`src/rtl/bp_io_cmd_arbiter.sv`:
```
// Round-robin arbiter sharing one BedRock IO command/response port among several requesters.
// An order FIFO of grants routes the in-order responses back to the requester that issued each command.
module bp_io_cmd_arbiter #(
    parameter int num_req_p         = 2,
    parameter int msg_width_p       = 8,
    parameter int max_outstanding_p = 4
) (
    input  logic                                      clk_i,
    input  logic                                      reset_n_i,
    input  logic [num_req_p*msg_width_p-1:0]          req_cmd_i,
    input  logic [num_req_p-1:0]                      req_cmd_v_i,
    output logic [num_req_p-1:0]                      req_cmd_yumi_o,
    output logic [msg_width_p-1:0]                    req_resp_o,
    output logic [num_req_p-1:0]                      req_resp_v_o,
    input  logic [num_req_p-1:0]                      req_resp_ready_and_i,
    output logic [msg_width_p-1:0]                    cmd_o,
    output logic                                      cmd_v_o,
    input  logic                                      cmd_ready_and_i,
    input  logic [msg_width_p-1:0]                    resp_i,
    input  logic                                      resp_v_i,
    output logic                                      resp_yumi_o,
    output logic [$clog2(max_outstanding_p+1)-1:0]    outstanding_o,
    output logic                                      err_o
);
    localparam int gnt_w = $clog2(num_req_p);
    localparam int cnt_w = $clog2(max_outstanding_p + 1);
    localparam int ptr_w = (max_outstanding_p > 1) ? $clog2(max_outstanding_p) : 1;
    localparam logic [cnt_w-1:0] cnt_max  = cnt_w'(max_outstanding_p);
    localparam logic [ptr_w-1:0] ptr_last = ptr_w'(max_outstanding_p - 1);

    typedef enum logic {LOCK_IDLE, LOCK_HELD} lock_e;

    lock_e            lock_q;
    logic [gnt_w-1:0] locked_g_q;
    logic [gnt_w-1:0] rr_last_q;
    logic [gnt_w-1:0] rr_g;
    logic [gnt_w-1:0] cand_g;
    logic [gnt_w-1:0] g;
    logic [gnt_w-1:0] h;
    logic [cnt_w-1:0] count_q;
    logic [ptr_w-1:0] rd_ptr_q;
    logic [ptr_w-1:0] wr_ptr_q;
    logic [gnt_w-1:0] order_mem [max_outstanding_p];
    logic             err_q;
    logic             found;
    logic             has_out;
    logic             push;
    logic             pop;

    // Scan starts just after the last served requester so every requester gets a turn.
    always_comb begin
        rr_g   = rr_last_q;
        cand_g = rr_last_q;
        found  = 1'b0;
        for (int unsigned i = 1; i <= num_req_p; i++) begin
            cand_g = gnt_w'((32'(rr_last_q) + i) % num_req_p);
            if (!found && req_cmd_v_i[cand_g]) begin
                rr_g  = cand_g;
                found = 1'b1;
            end
        end
    end

    assign g       = (lock_q == LOCK_HELD) ? locked_g_q : rr_g;
    assign cmd_o   = req_cmd_i[32'(g)*msg_width_p +: msg_width_p];
    assign cmd_v_o = reset_n_i & req_cmd_v_i[g] & (count_q < cnt_max);
    assign push    = cmd_v_o & cmd_ready_and_i;

    assign has_out     = (count_q != '0);
    assign h           = order_mem[rd_ptr_q];
    assign resp_yumi_o = reset_n_i & resp_v_i & has_out & req_resp_ready_and_i[h];
    assign pop         = resp_yumi_o;
    assign req_resp_o  = resp_i;

    always_comb begin
        req_cmd_yumi_o = '0;
        req_resp_v_o   = '0;
        if (push)
            req_cmd_yumi_o[g] = 1'b1;
        if (reset_n_i && has_out)
            req_resp_v_o[h] = resp_v_i;
    end

    always_ff @(posedge clk_i or negedge reset_n_i) begin
        if (!reset_n_i) begin
            lock_q     <= LOCK_IDLE;
            locked_g_q <= '0;
            rr_last_q  <= gnt_w'(num_req_p - 1);
            count_q    <= '0;
            rd_ptr_q   <= '0;
            wr_ptr_q   <= '0;
            err_q      <= 1'b0;
        end else begin
            if (push) begin
                lock_q    <= LOCK_IDLE;
                rr_last_q <= g;
                wr_ptr_q  <= (wr_ptr_q == ptr_last) ? '0 : wr_ptr_q + ptr_w'(1);
            end else if (cmd_v_o) begin
                lock_q     <= LOCK_HELD;
                locked_g_q <= g;
            end
            if (pop)
                rd_ptr_q <= (rd_ptr_q == ptr_last) ? '0 : rd_ptr_q + ptr_w'(1);
            case ({push, pop})
                2'b10:   count_q <= count_q + cnt_w'(1);
                2'b01:   count_q <= count_q - cnt_w'(1);
                default: count_q <= count_q;
            endcase
            if (resp_v_i && !has_out)
                err_q <= 1'b1;
        end
    end

    always_ff @(posedge clk_i) begin
        if (push)
            order_mem[wr_ptr_q] <= g;
    end

    assign outstanding_o = count_q;
    assign err_o         = err_q;

endmodule
```
`config.mk`:
```
export PLATFORM = sky130hd
export DESIGN_NAME = bp_io_cmd_arbiter
export DESIGN_NICKNAME = d
export VERILOG_FILES = /design/src/rtl/bp_io_cmd_arbiter.sv
export SDC_FILE = /design/constraint.sdc
export NUM_CORES = 1
export LEC_CHECK = 0
export BUFFER_PORTS_ARGS = -buffer_cell sky130_fd_sc_hd__buf_2
export CAP_MARGIN = 5
export CORE_MARGIN = 3
export CORE_UTILIZATION = 46
export DETAILED_ROUTE_END_ITERATION = 8
export MAX_ROUTING_LAYER = met4
export PLACE_DENSITY = 0.87
export SYNTH_ARGS = -nofsm -noshare
export SYNTH_HDL_FRONTEND = slang
export SYNTH_SLANG_ARGS = --single-unit
export TNS_END_PERCENT = 5
```
`constraint.sdc`:
```
create_clock -name clk_i -period 5.3 [get_ports clk_i]
set_input_delay 0.795 -clock clk_i [delete_from_list [all_inputs] [get_ports clk_i]]
set_output_delay 0.795 -clock clk_i [all_outputs]
set_load 0.01 [all_outputs]
```
======== Word level (Yosys, flattened, before mapping) ========
Memory sizes are Yosys's and may differ from the RTL's.
Index checks and enable logic that the tools add are counted.
storage, ports and cells
  register bits after elaboration ......... 11
  bits in writable memories ............... 4
  input bits .............................. 32
  output and inout port bits .............. 26
  memories ................................ 1
operators by class
  add/sub/neg operators ................... 6
  magnitude comparators ................... 7
  eq/ne operators ......................... 4
  shift operators ......................... 1
  muxes and demuxes ....................... 25
  bitwise logic cells ..................... 8
  reductions and logical operators ........ 11
memory list
  name       depth  bits a word  read ports  clocked after Yosys merged registers in  wr ports  RTL line  text
  order_mem  4      1            1           0                                        1         43        logic [gnt_w-1:0] order_mem [max_outstanding_p];
operator list
  kind                   number
  $mux W1                18
  $shiftx A16 B5 Y8      1
  $lt A1 B2 Y1 const B   4
  $mux W2                4
  $and A1 B1 Y1          6
  $eq A2 B2 Y1 const B   3
  $pmux W3 S2            1
  $logic_and A1 B1 Y1    5
  $add A2 B1 Y2 const B  2
  $reduce_bool A2 Y1     2
  $add A3 B1 Y3 const B  1
  $lt A3 B3 Y1 const B   1
  $reduce_bool A3 Y1     1
  $sub A3 B1 Y3 const B  1
  $add A1 B1 Y1 const B  2
  $and A2 B2 Y2          1
  $demux W1 S1           2
  $eq A2 B1 Y1 const B   1
  $ge A1 B1 Y1 const B   2
  $logic_not A1 Y1       2
  $reduce_and A2 Y1      1
  $not A1 Y1             1

======== Depth between registers and ports, before layout ========
  word-level depth ........................ 15
  depth in mapped cells ................... 10
  gate-level depth less buffers ........... 10

======== Worst setup path before layout ========
No wires, ideal clock.
  kind .................................... input port to output port
  start point ............................. input req_cmd_v_i[0]
  end point ............................... output cmd_o[0]
  arrival time ............................ 1.850 ns
  required time ........................... 4.505 ns
  path slack .............................. 2.655 ns
  cell stages on the path ................. 4
  buffers on the path ..................... 1
  cells stage by stage .................... and2_1 > o31ai_2 > buf_2 > mux2_2
on the way
  word-level cells in the longest chain between the ends .. 8
  elaborated cells between the ends (all ways) .. 11
  those cells by class .................... 1 x shift; 8 x mux; 2 x reduce/logical
ends and longest elaborated chain
  what                                        RTL line  text
  start, declared                             11        input logic [num_req_p-1:0] req_cmd_v_i,
  $mux W1 (not written as such) (2 in a row)  57        if (!found && req_cmd_v_i[cand_g]) begin
  $mux W1                                     57
  $logic_not A1 Y1                            57
  $logic_and A1 B1 Y1                         57
  $mux W1 (*)                                 57
  $mux W1 (*)                                 64        assign g = (lock_q == LOCK_HELD) ? locked_g_q : rr_g;
  net g                                       38        logic [gnt_w-1:0] g;
  $shiftx A16 B5 Y8 (*)                       65        assign cmd_o = req_cmd_i[32'(g)*msg_width_p +: msg_width_p];
  end, declared                               16        output logic [msg_width_p-1:0] cmd_o,
The timed path passes the listed nets; every way through them passes the cells marked *. The select of a mux whose other input is x is not followed.

======== Final worst setup path ========
  start point ............................. input req_cmd_v_i[0]
  end point ............................... output cmd_o[4]
on the way
  word-level cells in the longest chain between the ends .. 8
  elaborated cells between the ends (all ways) .. 11
  those cells by class .................... 1 x shift; 8 x mux; 2 x reduce/logical
ends and longest elaborated chain
  what                                        RTL line
  $mux W1 (not written as such) (2 in a row)  57
  $mux W1                                     57
  $logic_not A1 Y1                            57
  $logic_and A1 B1 Y1                         57
  $mux W1 (*)                                 57
  $mux W1 (*)                                 64
  $shiftx A16 B5 Y8 (*)                       65
Every way passes the cells marked *; elsewhere a longest branch is shown, timed or not. The select of a mux whose other input is x is not followed.

==> out/metrics.cfg <==
[timing]
period_minus_slack_ns=3.30
worst_pin_slew_ns=1.12
hold_viol_final=0
skew_ns=0.00515
slew_headroom=0.252
setup-violations-final=0
slew_viol_final=0
post-route-period-util=0.623
tns_ns=0
rsz0062_at_grt=false
whs_ns=0.382
fmax_mhz=303

[detailed_routing]
dr.pass1.iters=4
ant_nets=0
avgRoutedWirePerCell_um=12.0
drt_wl_total_mm=1.84
drc=0
vias=775
viasPerCell=5.03
drtIter0Drc=4

[clocking]
h-tree-depth=1
cts-root-buf=clkbuf_4
cts_tree=built
cts_resized=0
numCtsBuffers=3
post_cts_buffers=0
hold_buffers=0
cts_buffer_depth=2
clk_latency_ns=0.29
path_clk_slew_ns=0.09
cts.sinks=15

[job]
drv_cap=0

[synth]
synth_compound_area_frac=0.0607
avgSynthCellArea_um2=10.9
synth_xor_area_frac=0.0265
synthSimpleGateAreaFrac=0.144
ys_seq_elements=15
syn_area_um2=990
syn_inst=91
synth_cell_type_count=30
ys_seq_area_frac=0.401
yosysWarnings=0
syn_nets=130
synth_top_family_by_area=multiplexers
synthAdderAreaFrac=0.0961
synth_mux_area_frac=0.180

[power_and_ir_drop]
internal_power_uw=299
clkPwrFrac=0.138
switching_power_uw=183
p_per_area_nw_per_um2=405
comb_power_share=0.456
p_total_uw=482
irDropWorstVdd_uv=192
swShare=0.379
seqPwrFrac=0.406
leakage_nw=0.599

[min_path]
min_path_type=input pin to async pin

[outcome]
status=finished clean

[grt]
grt_first_pass_wirelength_mm=2.94
grt_max_degree=17
track_usage=0.150
antenna_found_initial=0
grt_pass1_vias=743
gr-total-overflow=0

[worst_setup_path]
critPathMaxStageDelay_ns=0.88
crit_required_ns=4.51
path_cells=buf_2, and2_1, o31ai_2, mux2_2, buf_2
endpoint_kind=primary output
path_buf_inv=2
path_delay_family=compound AO/OA/AOI/OAI gates
worst-path-max-fanout=16
cp-start-kind=input pin
crit_type=input pin to primary output
arrival_ns=2.50
critPathSlowestCell=o31ai_2
cp_common_cell=buf_2

[cells_and_area]
final_common_cell=buf_2
regArea_um2=397
drive_gt1_frac=0.457
n_antenna_cell=0
multi_input_area_um2=502
finalInstanceArea_um2=1190
nets=167
syn_to_final_growth_pct=20.4
mostFrequentLayoutCells=buf_2, nor2_1, dfrtp_1, mux2_2, inv_1
fill_cells=189

[place]
io_buffers=41
dpl_cell_area_um2=1160
globalplace.congestion=0.729
hpwl_mm=1.47

[die]
core_area_um2=2000
die_y_um=52.4
start_util=0.494
die_x_um=52.4
ios=58
fp.dieArea_um2=2740
rows=16

-- final cells by class --
| cell class | count | area share |
|---|---|---|
| clock buffers | 3 | 0.0189 |
| clock inverters | 1 | 0.00420 |
| inverters | 7 | 0.0221 |
| multi-input cells | 60 | 0.421 |
| flip-flops and latches | 15 | 0.333 |
| well taps | 27 | 0.0284 |
| repair buffers | 41 | 0.172 |
-- through the flow --
step,utilization,cells,setup slack (ns)
3_5_place_dp,0.581,150,1.97
6_report,0.595,154,2.00
2_1_floorplan,-,91,2.66
5_1_grt,0.595,154,1.88
3_3_place_gp,0.581,150,2.07
4_1_cts,0.595,154,1.97
-- sequential cells by signal, summed over array words and instances, names as in the netlist --
name           cells
order_mem          4
locked_g_q         1
lock_q             1
rd_ptr_q           2
rr_last_q          1
outstanding_o      3
err_o              1
wr_ptr_q           2
-- worst paths after layout --
check,start,to,slack (ns),depth (start not counted)
max in group asynchronous,reset_n_i,rr_last_q,4.63,1
max,req_cmd_v_i[0],cmd_o[4],2.00,5
min,reset_n_i,lock_q,0.38,1
max reg2reg,rd_ptr_q[0],outstanding_o[2],2.82,9
min in group clk_i,err_o,err_o,0.48,1
min reg2reg,err_o,err_o,0.48,1
-- synth_stat cells --
cell       n  area (µm²)
edfxtp_1   4         120
mux2_1     4        45.0
a21o_1     1        7.51
and3_1     5        31.3
inv_1      7        26.3
buf_4      8        60.1
dfstp_2    1        26.3
mux2_2     8        90.1
mux2i_1    2        20.0
or3b_1     1        8.76
fa_1       1        20.0
nor2b_1    1        6.26
nand2_1    3        11.3
xor2_1     1        8.76
nand3b_1   1        7.51
nor3_1     1        5.00
o2111a_2   1        12.5
and2_1     1        6.26
a21boi_0   1        7.51
nor2_1    11        41.3
ha_1       6        75.1
and3b_1    1        8.76
a21oi_1    4        20.0
xnor2_1    2        17.5
and2_4     1        8.76
o31ai_2    1        12.5
mux4_2     1        22.5
dfrtp_1   10         250
buf_2      1        5.00
nor3b_1    1        7.51
-- cell families (layout without fill, tap and decap cells) --
logic type / Yosys count / count (layout)
XOR/XNOR: 3 / 3
multiplexers: 15 / 15
AO/OA/AOI/OAI: 8 / 8
AND/OR/NAND/NOR: 27 / 27
flip-flops: 15 / 15
adder cells (fa/ha/maj): 7 / 7
buffers and inverters: 16 / 52
-- layer usage --
metal / vias to the layer above / GRT usage / share of wire
met5: - / - / 0
met4: 0 / 0.0681 / 0.020
met3: 6 / 0.0342 / 0.11
met2: 48 / 0.260 / 0.45
met1: 343 / 0.160 / 0.41
li1: 378 / - / -
-- worst register-to-register path, cell delays in order (launching register included) --
cell and delay (ns):
dfrtp_1 0.42, mux4_2 0.55, mux2i_1 0.14, nor2_1 0.25
ha_1 0.24, inv_1 0.06, fa_1 0.37, xor2_1 0.15
nor2_1 0.11, xnor2_1 0.13
-- power groups by stage --
stage | Sequential, mW | Combinational (mW) | Clock [mW]
after floorplan | 0.197 | 0.158 | 0
after global placement | 0.194 | 0.214 | 0
after detailed placement | 0.198 | 0.224 | 0
after CTS | 0.196 | 0.225 | 0.0690
after global routing | 0.201 | 0.249 | 0.0751
final | 0.196 | 0.220 | 0.0666
Power figures use the tool's default switching activity.
